**src/rtl/vga_timing_pkg.sv**
```systemverilog
// ---------------------------------------------------------------------------
// vga_timing_pkg
//   Shared definitions for the VGA timing engine:
//     - 640x480@60 default timing constants (25.175 MHz pixel clock)
//     - h_total / v_total helpers that sum the timing segments
//     - engine_state_t, the run-control state encoding
// ---------------------------------------------------------------------------
package vga_timing_pkg;

  localparam int DEF_H_ACTIVE    = 640;
  localparam int DEF_H_FRONT     = 16;
  localparam int DEF_H_SYNC      = 96;
  localparam int DEF_H_BACK      = 48;
  localparam int DEF_V_ACTIVE    = 480;
  localparam int DEF_V_FRONT     = 10;
  localparam int DEF_V_SYNC      = 2;
  localparam int DEF_V_BACK      = 33;
  localparam bit DEF_HS_POL      = 1'b0;
  localparam bit DEF_VS_POL      = 1'b0;
  localparam int DEF_COLOR_W     = 8;
  localparam int DEF_COORD_W     = 10;
  localparam int DEF_LOOKAHEAD   = 2;
  localparam int DEF_FRAME_CNT_W = 16;

  typedef enum logic [1:0] {
    IDLE     = 2'd0,
    RUN      = 2'd1,
    STOPPING = 2'd2
  } engine_state_t;

  // Clocks per line.
  function automatic int h_total(input int active, input int front,
                                 input int sync, input int back);
    return active + front + sync + back;
  endfunction

  // Lines per frame.
  function automatic int v_total(input int active, input int front,
                                 input int sync, input int back);
    return active + front + sync + back;
  endfunction

endpackage

```
**src/rtl/vga_delay_line.sv**
```systemverilog
// ---------------------------------------------------------------------------
// vga_delay_line
//   Fixed-depth shift register used to align the sync/blank flags with the
//   pixel-source latency. DEPTH = 0 collapses to a wire.
// Ports:
//   clock_i  pixel clock
//   reset_i  synchronous active-low clear of every stage
//   din      WIDTH-bit value entering the line this cycle
//   dout     value that entered DEPTH cycles ago
// ---------------------------------------------------------------------------
module vga_delay_line #(
  parameter int WIDTH = 3,
  parameter int DEPTH = 2
) (
  input  logic             clock_i,
  input  logic             reset_i,
  input  logic [WIDTH-1:0] din,
  output logic [WIDTH-1:0] dout
);

  if (DEPTH == 0) begin : g_wire
    logic unused_clk_rst;
    assign unused_clk_rst = clock_i ^ reset_i;
    assign dout = din;
  end else begin : g_shift
    logic [WIDTH-1:0] stages [DEPTH];

    always_ff @(posedge clock_i) begin
      if (!reset_i) begin
        // NOTE: every stage is cleared, not just the head, so no stale
        // sync/blank flag can emerge in the cycles after a reset.
        for (int i = 0; i < DEPTH; i++) stages[i] <= '0;
      end else begin
        stages[0] <= din;
        for (int i = 1; i < DEPTH; i++) stages[i] <= stages[i-1];
      end
    end

    assign dout = stages[DEPTH-1];
  end

endmodule

```
**src/rtl/vga_timing_engine.sv**
```systemverilog
// ---------------------------------------------------------------------------
// vga_timing_engine
//   Parametrised VGA raster generator. Pixel coordinates are requested
//   LOOKAHEAD cycles before the DAC needs the colour, so a pipelined pixel
//   source can answer in time. Start/stop is honoured only at frame edges.
// Ports:
//   clock_i, reset_i            pixel clock, synchronous active-low reset
//   enable_i                    run request (sampled at frame boundaries)
//   red_i/green_i/blue_i        colour returned LOOKAHEAD cycles after request
//   x/y_pixel_coord_o           requested column/row (0 outside active area)
//   pixel_req_o                 request is inside the active area
//   sof_o / sol_o               strobes with request (0,0) / column 0
//   frame_count_o               completed frames, wrapping
//   running_o                   engine in RUN or STOPPING
//   vga_*_o                     registered DAC colour, syncs, blank, sync_n
// ---------------------------------------------------------------------------
module vga_timing_engine
  import vga_timing_pkg::*;
#(
  parameter int H_ACTIVE    = DEF_H_ACTIVE,
  parameter int H_FRONT     = DEF_H_FRONT,
  parameter int H_SYNC      = DEF_H_SYNC,
  parameter int H_BACK      = DEF_H_BACK,
  parameter int V_ACTIVE    = DEF_V_ACTIVE,
  parameter int V_FRONT     = DEF_V_FRONT,
  parameter int V_SYNC      = DEF_V_SYNC,
  parameter int V_BACK      = DEF_V_BACK,
  parameter bit HS_POL      = DEF_HS_POL,
  parameter bit VS_POL      = DEF_VS_POL,
  parameter int COLOR_W     = DEF_COLOR_W,
  parameter int COORD_W     = DEF_COORD_W,
  parameter int LOOKAHEAD   = DEF_LOOKAHEAD,
  parameter int FRAME_CNT_W = DEF_FRAME_CNT_W
) (
  input  logic                   clock_i,
  input  logic                   reset_i,
  input  logic                   enable_i,
  input  logic [COLOR_W-1:0]     red_i,
  input  logic [COLOR_W-1:0]     green_i,
  input  logic [COLOR_W-1:0]     blue_i,
  output logic [COORD_W-1:0]     x_pixel_coord_o,
  output logic [COORD_W-1:0]     y_pixel_coord_o,
  output logic                   pixel_req_o,
  output logic                   sof_o,
  output logic                   sol_o,
  output logic [FRAME_CNT_W-1:0] frame_count_o,
  output logic                   running_o,
  output logic [COLOR_W-1:0]     vga_red_o,
  output logic [COLOR_W-1:0]     vga_green_o,
  output logic [COLOR_W-1:0]     vga_blue_o,
  output logic                   vga_horizontal_sync_o,
  output logic                   vga_vertical_sync_o,
  output logic                   vga_blank_n_o,
  output logic                   vga_sync_n_o
);

  localparam int H_TOT = h_total(H_ACTIVE, H_FRONT, H_SYNC, H_BACK);
  localparam int V_TOT = v_total(V_ACTIVE, V_FRONT, V_SYNC, V_BACK);
  localparam int HC_W  = $clog2(H_TOT);
  localparam int VC_W  = $clog2(V_TOT);

  localparam logic [HC_W-1:0] H_LAST   = HC_W'(H_TOT - 1);
  localparam logic [VC_W-1:0] V_LAST   = VC_W'(V_TOT - 1);
  localparam logic [HC_W-1:0] H_ACT_C  = HC_W'(H_ACTIVE);
  localparam logic [VC_W-1:0] V_ACT_C  = VC_W'(V_ACTIVE);
  localparam logic [HC_W-1:0] HS_START = HC_W'(H_ACTIVE + H_FRONT);
  localparam logic [HC_W-1:0] HS_END   = HC_W'(H_ACTIVE + H_FRONT + H_SYNC);
  localparam logic [VC_W-1:0] VS_START = VC_W'(V_ACTIVE + V_FRONT);
  localparam logic [VC_W-1:0] VS_END   = VC_W'(V_ACTIVE + V_FRONT + V_SYNC);
  localparam logic [2:0]      DRAIN_LAST = 3'(LOOKAHEAD);

  engine_state_t             state_q, state_d;
  logic [HC_W-1:0]           h_cnt;
  logic [VC_W-1:0]           v_cnt;
  logic [2:0]                drain_cnt;
  logic                      frame_end;
  logic                      in_run;
  logic                      hs_act, vs_act;
  logic                      dl_hs, dl_vs, dl_de;

  assign in_run    = (state_q == RUN);
  assign frame_end = in_run && (h_cnt == H_LAST) && (v_cnt == V_LAST);

  // Run control ------------------------------------------------------------
  always_comb begin
    // NOTE: the default comes first so every path assigns state_d and no
    // latch is inferred.
    state_d = state_q;
    unique case (state_q)
      IDLE:     if (enable_i) state_d = RUN;
      RUN:      if (frame_end && !enable_i) state_d = STOPPING;
      // Hold until the last request still in the delay line has reached
      // the DAC registers.
      STOPPING: if (drain_cnt == DRAIN_LAST) state_d = IDLE;
      default:  state_d = IDLE;
    endcase
  end

  always_ff @(posedge clock_i) begin
    if (!reset_i) begin
      state_q       <= IDLE;
      h_cnt         <= '0;
      v_cnt         <= '0;
      drain_cnt     <= '0;
      frame_count_o <= '0;
    end else begin
      // NOTE: sequential state uses <= so every register sees pre-edge
      // values, independent of statement order.
      state_q <= state_d;
      // A frame end always wraps both counters to 0, so leaving RUN needs
      // no extra clearing here.
      if (in_run) begin
        if (h_cnt == H_LAST) begin
          h_cnt <= '0;
          v_cnt <= (v_cnt == V_LAST) ? '0 : v_cnt + 1'b1;
        end else begin
          h_cnt <= h_cnt + 1'b1;
        end
      end else begin
        h_cnt <= '0;
        v_cnt <= '0;
      end
      drain_cnt <= (state_q == STOPPING) ? drain_cnt + 1'b1 : '0;
      if (frame_end) frame_count_o <= frame_count_o + 1'b1;
    end
  end

  // Request stage (same cycle as the counters) ------------------------------
  assign pixel_req_o     = in_run && (h_cnt < H_ACT_C) && (v_cnt < V_ACT_C);
  assign x_pixel_coord_o = pixel_req_o ? COORD_W'(h_cnt) : '0;
  assign y_pixel_coord_o = pixel_req_o ? COORD_W'(v_cnt) : '0;
  assign sol_o           = pixel_req_o && (h_cnt == '0);
  assign sof_o           = sol_o && (v_cnt == '0);
  assign running_o       = (state_q != IDLE);

  // Flags are carried as "active" bits so a cleared delay line reads as
  // inactive sync regardless of polarity; polarity is applied at the output.
  assign hs_act = in_run && (h_cnt >= HS_START) && (h_cnt < HS_END);
  assign vs_act = in_run && (v_cnt >= VS_START) && (v_cnt < VS_END);

  vga_delay_line #(
    .WIDTH (3),
    .DEPTH (LOOKAHEAD)
  ) u_delay (
    .clock_i (clock_i),
    .reset_i (reset_i),
    .din     ({hs_act, vs_act, pixel_req_o}),
    .dout    ({dl_hs, dl_vs, dl_de})
  );

  // Output stage -------------------------------------------------------------
  always_ff @(posedge clock_i) begin
    if (!reset_i) begin
      vga_red_o             <= '0;
      vga_green_o           <= '0;
      vga_blue_o            <= '0;
      vga_horizontal_sync_o <= ~HS_POL;
      vga_vertical_sync_o   <= ~VS_POL;
      vga_blank_n_o         <= 1'b0;
    end else begin
      vga_horizontal_sync_o <= dl_hs ? HS_POL : ~HS_POL;
      vga_vertical_sync_o   <= dl_vs ? VS_POL : ~VS_POL;
      vga_blank_n_o         <= dl_de;
      vga_red_o             <= dl_de ? red_i   : '0;
      vga_green_o           <= dl_de ? green_i : '0;
      vga_blue_o            <= dl_de ? blue_i  : '0;
    end
  end

  assign vga_sync_n_o = 1'b0;

endmodule

```
**config.mk**
```make
export PLATFORM = sky130hd
export DESIGN_NAME = vga_timing_engine
export DESIGN_NICKNAME = d
export VERILOG_FILES = /design/src/rtl/vga_timing_pkg.sv /design/src/rtl/vga_delay_line.sv /design/src/rtl/vga_timing_engine.sv
export SDC_FILE = /design/constraint.sdc
export NUM_CORES = 1
export LEC_CHECK = 0
export ABC_AREA = 1
export CAP_MARGIN = 20
export CORE_MARGIN = 1
export CORE_UTILIZATION = 40
export CTS_CLUSTER_DIAMETER = 120
export DETAILED_ROUTE_END_ITERATION = 16
export DONT_BUFFER_PORTS = 1
export GPL_TIMING_DRIVEN = 0
export SKIP_LAST_GASP = 1
export SYNTH_ARGS = -nofsm -noshare
export SYNTH_HDL_FRONTEND = slang
export SYNTH_SLANG_ARGS = --single-unit
```
**constraint.sdc**
```tcl
create_clock -name clock_i -period 2.1 [get_ports clock_i]
set_input_delay 0.21 -clock clock_i [delete_from_list [all_inputs] [get_ports clock_i]]
set_output_delay 0.21 -clock clock_i [all_outputs]
set_load 0.05 [all_outputs]
```
==> results.py, run 1 <==
metrics = {
    "timing": {
        "relSlewSlack": 0.520,
        "fmax_ghz": 0.432,
        "timing.final.hold_violations": 0,
        "rsz0062_at_grt": "true",
        "tns_ns": -3.89,
        "hold_slack_ns": 0.0512,
        "fin_ws_ns": -0.217,
        "layout_min_cycle_time_ns": 2.32,
        "finClkSkew_ns": 0.0146,
        "worstMarginPinSlew_ns": 0.720,
        "fin_crit_sh": 1.10,
        "setup_viol": 21,
        "timing.final.max_slew_violations": 0,
    },
    "clock_tree": {
        "cts_buffer_depth": 2,
        "cts_buffers": 9,
        "cts_sinks": 74,
        "cts_tree": "done",
        "cts_max_level": 3,
        "clock_latency_ns": 0.36,
        "clk_pin_slew_worst_paths_ns": 0.08,
        "root_buffer": "clkbuf_8",
    },
    "placed_design": {
        "dp_cells": 590,
        "place_hpwl_mm": 5.60,
        "io_buffers": 0,
        "place_congestion": 0.810,
        "dp_slack_ns": -0.342,
        "place_area_sq_um": 3650,
    },
    "global_routing": {
        "grt_pass1_wl_mm": 13.4,
        "overflow": 0,
        "antenna_found_initial": 0,
        "grt_max_degree": 16,
        "grt_usage": 0.189,
        "grt_pass1_vias": 2885,
    },
    "run_status": {
        "status": "finished, violations left",
        "violations": "setup timing",
    },
    "hold_path": {
        "hold_start": "enable_i",
        "holdCritPathClass": "primary input to flip-flop",
        "holdPathStages": 3,
        "min_to": "state_q[1]$_SDFFE_PN0P_",
    },
    "critical_path": {
        "setup.worst_path.end_class": "primary output",
        "worst-setup-path-type": "flip-flop to primary output",
        "ff2ff_path_depth": 7,
        "r2r-end": "frame_count_o[13]$_SDFFE_PN0P_",
        "critical_path_required_ns": 1.89,
        "path_max_fanout": 8,
        "startpoint_type": "flip-flop",
        "r2r_setup_slack_ns": 0.27,
        "rr_startpoint": "frame_count_o[2]$_SDFFE_PN0P_",
        "crit_start": "v_cnt[9]$_SDFFE_PN0N_",
        "cp.arrival_ns": 2.11,
    },
    "power_and_ir_drop": {
        "pwr_density_cell_nw_per_um2": 667,
        "p_total_mw": 2.94,
        "power.static_leakage_nw": 1.75,
        "ir_worst_vdd_mv": 0.306,
    },
    "logic_synthesis": {
        "yosysSeqAreaShare": 0.422,
        "ys_warn_count": 0,
        "synth_edf_count": 0,
        "avgSynthCellArea_sq_um": 7.25,
        "post_synth_num_cell_types": 38,
        "synth-main-ff-cell": "dfxtp_1",
        "synth_seq_cells": 74,
        "syn-cell-area_sq_um": 3510,
        "async_flop_share": 0,
        "syn_inst": 484,
    },
    "layout": {
        "final_common_cell": "nand2_1",
        "final_cell_mix": "81 x nand2_1, 74 x nor2_1, 66 x inv_1, 66 x dfxtp_1, 28 x nand2_2",
        "fin_area_sq_um": 4410,
        "finalNetCount": 561,
        "stdcell_count": 637,
        "drive_gt1_frac": 0.227,
        "syn_to_final_growth_pct": 25.7,
        "fin_util": 0.528,
        "antenna_cells": 0,
    },
    "floorplanning": {
        "die_x_microns": 95.6,
        "num_rows": 33,
        "core_sq_um": 8340,
        "dieArea_sq_um": 9150,
        "initial_core_util": 0.420,
        "io_pins": 95,
        "die-height_microns": 95.6,
    },
    "route": {
        "m1WireLength_mm": 3.73,
        "dr_total_vias": 3088,
        "wl_per_cell_microns": 12.8,
        "wl_met2_mm": 3.79,
        "via_per_inst": 4.85,
        "highest_layer": "met4",
        "first_pass_iters": 4,
        "wl_mm": 8.14,
        "drc_errors": 0,
        "initialDrtViolationCount": 80,
        "drtAntennaViolNets": 0,
        "dr_wl_met3_microns": 489,
    },
    "flow_run": {
        "maxCapViolCount": 0,
    },
}
kinds of logic after synthesis:
family          after synthesis  synth area share
fa+ha+maj                     7            0.0250
xor+xnor                     11            0.0275
buf+inv                      89             0.106
other cells                   1           0.00107
simple gates                262             0.347
flops                        74             0.422
compound gates               40            0.0710
registers in the layout, indices dropped and copies added, names as in the netlist:
signal                  count
h_cnt                      10
vga_blank_n_o               1
vga_horizontal_sync_o       1
u_delay.g_shift.stages      6
frame_count_o              16
vga_vertical_sync_o         1
drain_cnt                   3
state_q                     2
vga_red_o                   8
vga_green_o                 8
v_cnt                      10
vga_blue_o                  8
metal layers:
layer,vias to the layer above,GRT usage
li1,1584,-
met1,1405,0.234
met2,88,0.312
met3,11,0.0486
met4,0,0.0771
met5,-,0
area by class of cell:
cell class	count	area (sq um)
buffer	12	101
clock buffer	9	124
clock inverter	7	108
fill	806	3930
inverter	77	298
multi-input combinational	322	1860
sequential	74	1490
tap	105	131
timing repair buffer	31	295
worst max path at each step:
stage | depth (start not counted) | end | slack [ns]
CTS | 7 | sof_o | -0.33
global placement | 8 | x_pixel_coord_o[7] | -0.36
floorplan | 8 | x_pixel_coord_o[0] | -0.14
detailed placement | 8 | x_pixel_coord_o[7] | -0.34
finish | 5 | sof_o | -0.22
global route | 7 | sof_o | -0.32
repair_timing:
action | 4_1_cts | 5_1_grt
pin swaps | 7 | 6
hold endpoints to repair | 25 | 0
setup endpoints to repair | 21 | 26
setup buffers | 5 | 1
resized for setup | 62 | 6
hold buffers | 25 | 0
where the power goes:
group | internal [mW] | switching (mW)
clock network | 0.694 | 0.607
registers | 1.41 | 0.0277
logic | 0.0721 | 0.129
worst max-delay path, stage by stage (launching register included):
cell and delay [ns]:
dfxtp_1 0.33, buf_6 0.13, nor3_1 0.08, nor3_4 0.58, nand2_2 0.16, nor3_4 0.46
cells in the mapped netlist, types with 2 or more instances:
cell	instances	area, sq um
o21ai_1	2	10.0
inv_2	8	30.0
ha_1	7	87.6
nand2_1	86	323
xnor2_1	4	35.0
a21oi_1	19	95.1
nand2_2	23	144
clkbuf_1	3	11.3
nor2_2	2	12.5
nor2_8	2	40.0
buf_2	5	25.0
nor2_1	93	349
nor3_1	7	35.0
dfxtp_1	74	1480
nand4_1	12	75.1
xor2_1	7	61.3
nor3b_1	2	15.0
o21ai_0	4	20.0
buf_4	2	15.0
inv_1	69	259
a21oi_2	10	87.6
nand3_1	27	135
No activity file was read; power rests on OpenSTA's default activity.
==> inputs of run 2 (changes only) <==
--- a/config.mk
+++ b/config.mk
@@ -17,3 +17,4 @@
 export SYNTH_ARGS = -nofsm -noshare
 export SYNTH_HDL_FRONTEND = slang
 export SYNTH_SLANG_ARGS = --single-unit
+export TNS_END_PERCENT = 50
==> constraint.sdc (replaced) <==
create_clock -name clock_i -period 2.1 [get_ports clock_i]
set_input_delay 0.21 -clock clock_i [delete_from_list [all_inputs] [get_ports clock_i]]
set_output_delay 0.21 -clock clock_i [all_outputs]
set_load 0.1 [all_outputs]
==> results.py, run 2 (same netlist as run 1, synthesis figures left out) <==
metrics = {
    "critical_path": {
        "r2r_setup_slack_ns": -0.27,
        "critPathTopFamily": "simple AND/OR/NAND/NOR gates",
        "rr_startpoint": "frame_count_o[1]$_SDFFE_PN0P_",
        "crit_top_cell": "nor3_4",
        "critical_path_required_ns": 1.89,
        "setup.worst_path.end_class": "primary output",
        "path_cells": "inv_2 -> nand2_4 -> inv_4 -> nand3_4 -> nor3_4 -> nand2_2 -> nor3_4",
        "crit_slowest_cell": "nor3_4",
        "path_max_fanout": 3,
        "startpoint_type": "flip-flop",
        "cp.arrival_ns": 2.76,
        "worst-setup-path-type": "flip-flop to primary output",
        "crit_buf_inv": 2,
        "slowest_delay_ns": 0.86,
        "r2r-end": "frame_count_o[8]$_SDFFE_PN0P_",
        "ff2ff_path_depth": 7,
    },
    "timing": {
        "layout_min_cycle_time_ns": 2.97,
        "rsz0062_at_grt": "true",
        "setup_viol": 30,
        "fmax_ghz": 0.336,
        "timing.final.max_slew_violations": 0,
        "fin_crit_sh": 1.42,
        "relSlewSlack": 0.229,
        "fin_ws_ns": -0.873,
        "timing.final.hold_violations": 0,
        "finClkSkew_ns": 0.0112,
        "worstMarginPinSlew_ns": 1.15,
    },
    "floorplanning": {
        "core_sq_um": 8340,
        "initial_core_util": 0.420,
        "die-height_microns": 95.6,
        "dieArea_sq_um": 9150,
        "io_pins": 95,
        "num_rows": 33,
        "die_x_microns": 95.6,
    },
    "power_and_ir_drop": {
        "pwr-share-comb": 0.090,
        "pwr-share-clk": 0.394,
        "switchingPower_mw": 0.777,
        "p_int_mw": 2.06,
        "ir_worst_vdd_mv": 0.395,
        "switching_share": 0.274,
        "p_seq_frac": 0.517,
        "power.static_leakage_nw": 1.79,
        "pwr_density_cell_nw_per_um2": 632,
    },
    "global_routing": {
        "grt_pass1_vias": 2740,
        "antenna_found_initial": 0,
        "overflow": 0,
        "grt_pass1_wl_mm": 12.6,
        "grt_max_degree": 15,
        "grt_usage": 0.181,
    },
    "hold_path": {
        "holdPathStages": 3,
        "hold_start": "enable_i",
        "min_to": "state_q[1]$_SDFFE_PN0P_",
        "holdCritPathClass": "primary input to flip-flop",
    },
    "layout": {
        "finalNetCount": 567,
        "stdcell_count": 643,
        "final_cell_mix": "81 x nand2_1, 74 x nor2_1, 66 x inv_1, 66 x dfxtp_1, 27 x nand2_2",
        "syn_to_final_growth_pct": 27.8,
        "top_regs": "frame_count_o x16, h_cnt x10, v_cnt x10",
        "fin_util": 0.538,
        "drive_gt1_frac": 0.232,
        "final_common_cell": "nand2_1",
        "top_register": "frame_count_o",
        "largest_register_ffs": 16,
        "antenna_cells": 0,
    },
    "route": {
        "first_pass_iters": 4,
        "initialDrtViolationCount": 71,
        "wl_per_cell_microns": 12.5,
        "drc_errors": 0,
        "drtAntennaViolNets": 0,
        "via_per_inst": 4.80,
        "wl_mm": 8.07,
        "dr_total_vias": 3085,
    },
    "run_status": {
        "violations": "setup timing",
        "status": "finished, violations left",
    },
    "clock_tree": {
        "cts_max_level": 3,
        "cts_sinks": 74,
        "clk_pin_slew_worst_paths_ns": 0.08,
        "cts_tree": "done",
        "cts_buffers": 9,
        "root_buffer": "clkbuf_8",
        "cts_buffer_depth": 2,
        "clock_latency_ns": 0.34,
    },
    "placed_design": {
        "place_hpwl_mm": 5.65,
        "dp_cells": 590,
        "place_congestion": 0.844,
        "io_buffers": 0,
        "dp_slack_ns": -0.689,
    },
    "flow_run": {
        "maxCapViolCount": 0,
    },
}
-- run 2: changes by cell type in the layout (fill, tap and decap cells not counted), sizes merged --
cell	delta
buf	+3
bufinv	-1
clkbuf	+3
clkinv	+3
clkinvlp	-1
inv	-1
-- run 2: layout make-up --
cell class | instances | area [sq um]
Clock buffer | 9 | 124
Clock inverter | 7 | 75.1
Fill cell | 794 | 3860
Inverter | 77 | 298
Sequential cell | 74 | 1490
Tap cell | 105 | 131
Timing Repair Buffer | 37 | 390
Multi-Input combinational cell | 322 | 1860
Buffer | 12 | 110
-- run 2: power by group through the flow --
stage | Clock (mW) | Combinational, mW | Sequential, mW
2_1_floorplan | 0 | 0.168 | 1.50
3_3_place_gp | 0 | 0.186 | 1.50
3_5_place_dp | 0 | 0.188 | 1.50
4_1_cts | 1.15 | 0.234 | 1.46
5_1_grt | 1.24 | 0.271 | 1.47
6_report | 1.12 | 0.254 | 1.46
-- run 2: what timing repair did --
action / CTS / global route
cloned: 0 / 1
hold buffers: 25 / 0
buffers inserted: 5 / 2
setup endpoints to repair: 32 / 33
resized for setup: 15 / 3
hold endpoints to repair: 25 / 0
pin swaps: 8 / 2
-- run 2: routing by layer --
| layer | vias up | part of all wire | GRT usage |
|---|---|---|---|
| li1 | 1603 | - | - |
| met1 | 1377 | 0.46 | 0.226 |
| met2 | 101 | 0.47 | 0.304 |
| met3 | 4 | 0.062 | 0.0463 |
| met4 | 0 | 0.0058 | 0.0560 |
| met5 | - | 0 | 0 |
-- run 2: worst max-delay path by stage --
stage | start | to | cells after the start
after global placement | h_cnt[8]$_SDFF_PP0_ | sof_o | 6
after global routing | state_q[1]$_SDFFE_PN0P_ | sof_o | 7
after detailed placement | h_cnt[8]$_SDFF_PP0_ | sof_o | 6
after floorplan | state_q[1]$_SDFFE_PN0P_ | sof_o | 7
final | state_q[1]$_SDFFE_PN0P_ | sof_o | 7
after CTS | state_q[1]$_SDFFE_PN0P_ | sof_o | 7
-- run 2: worst reg2reg max path: cells and delay by family, from the launching register on --
family,cells,cell delay [ns]
adders and majority gates,1,0.42
xor gates and xnor gates,1,0.13
DFF,1,1.04
and+or+nand+nor,3,0.52
buffers and inverters,1,0.06
AOI/OAI and AO/OA,1,0.06
-- run 2: through the flow --
step	setup TNS (ns)	instance area, sq um	total power [mW]	hold WS (ns)
6_report	-17.21	4480	2.83	0.0580
2_1_floorplan	-7.89	3710	1.66	0.322
3_5_place_dp	-12.37	3840	1.69	0.326
4_1_cts	-17.48	4370	2.84	0.0466
5_1_grt	-20.98	4480	2.97	0.0452
3_3_place_gp	-12.06	3840	1.68	0.322
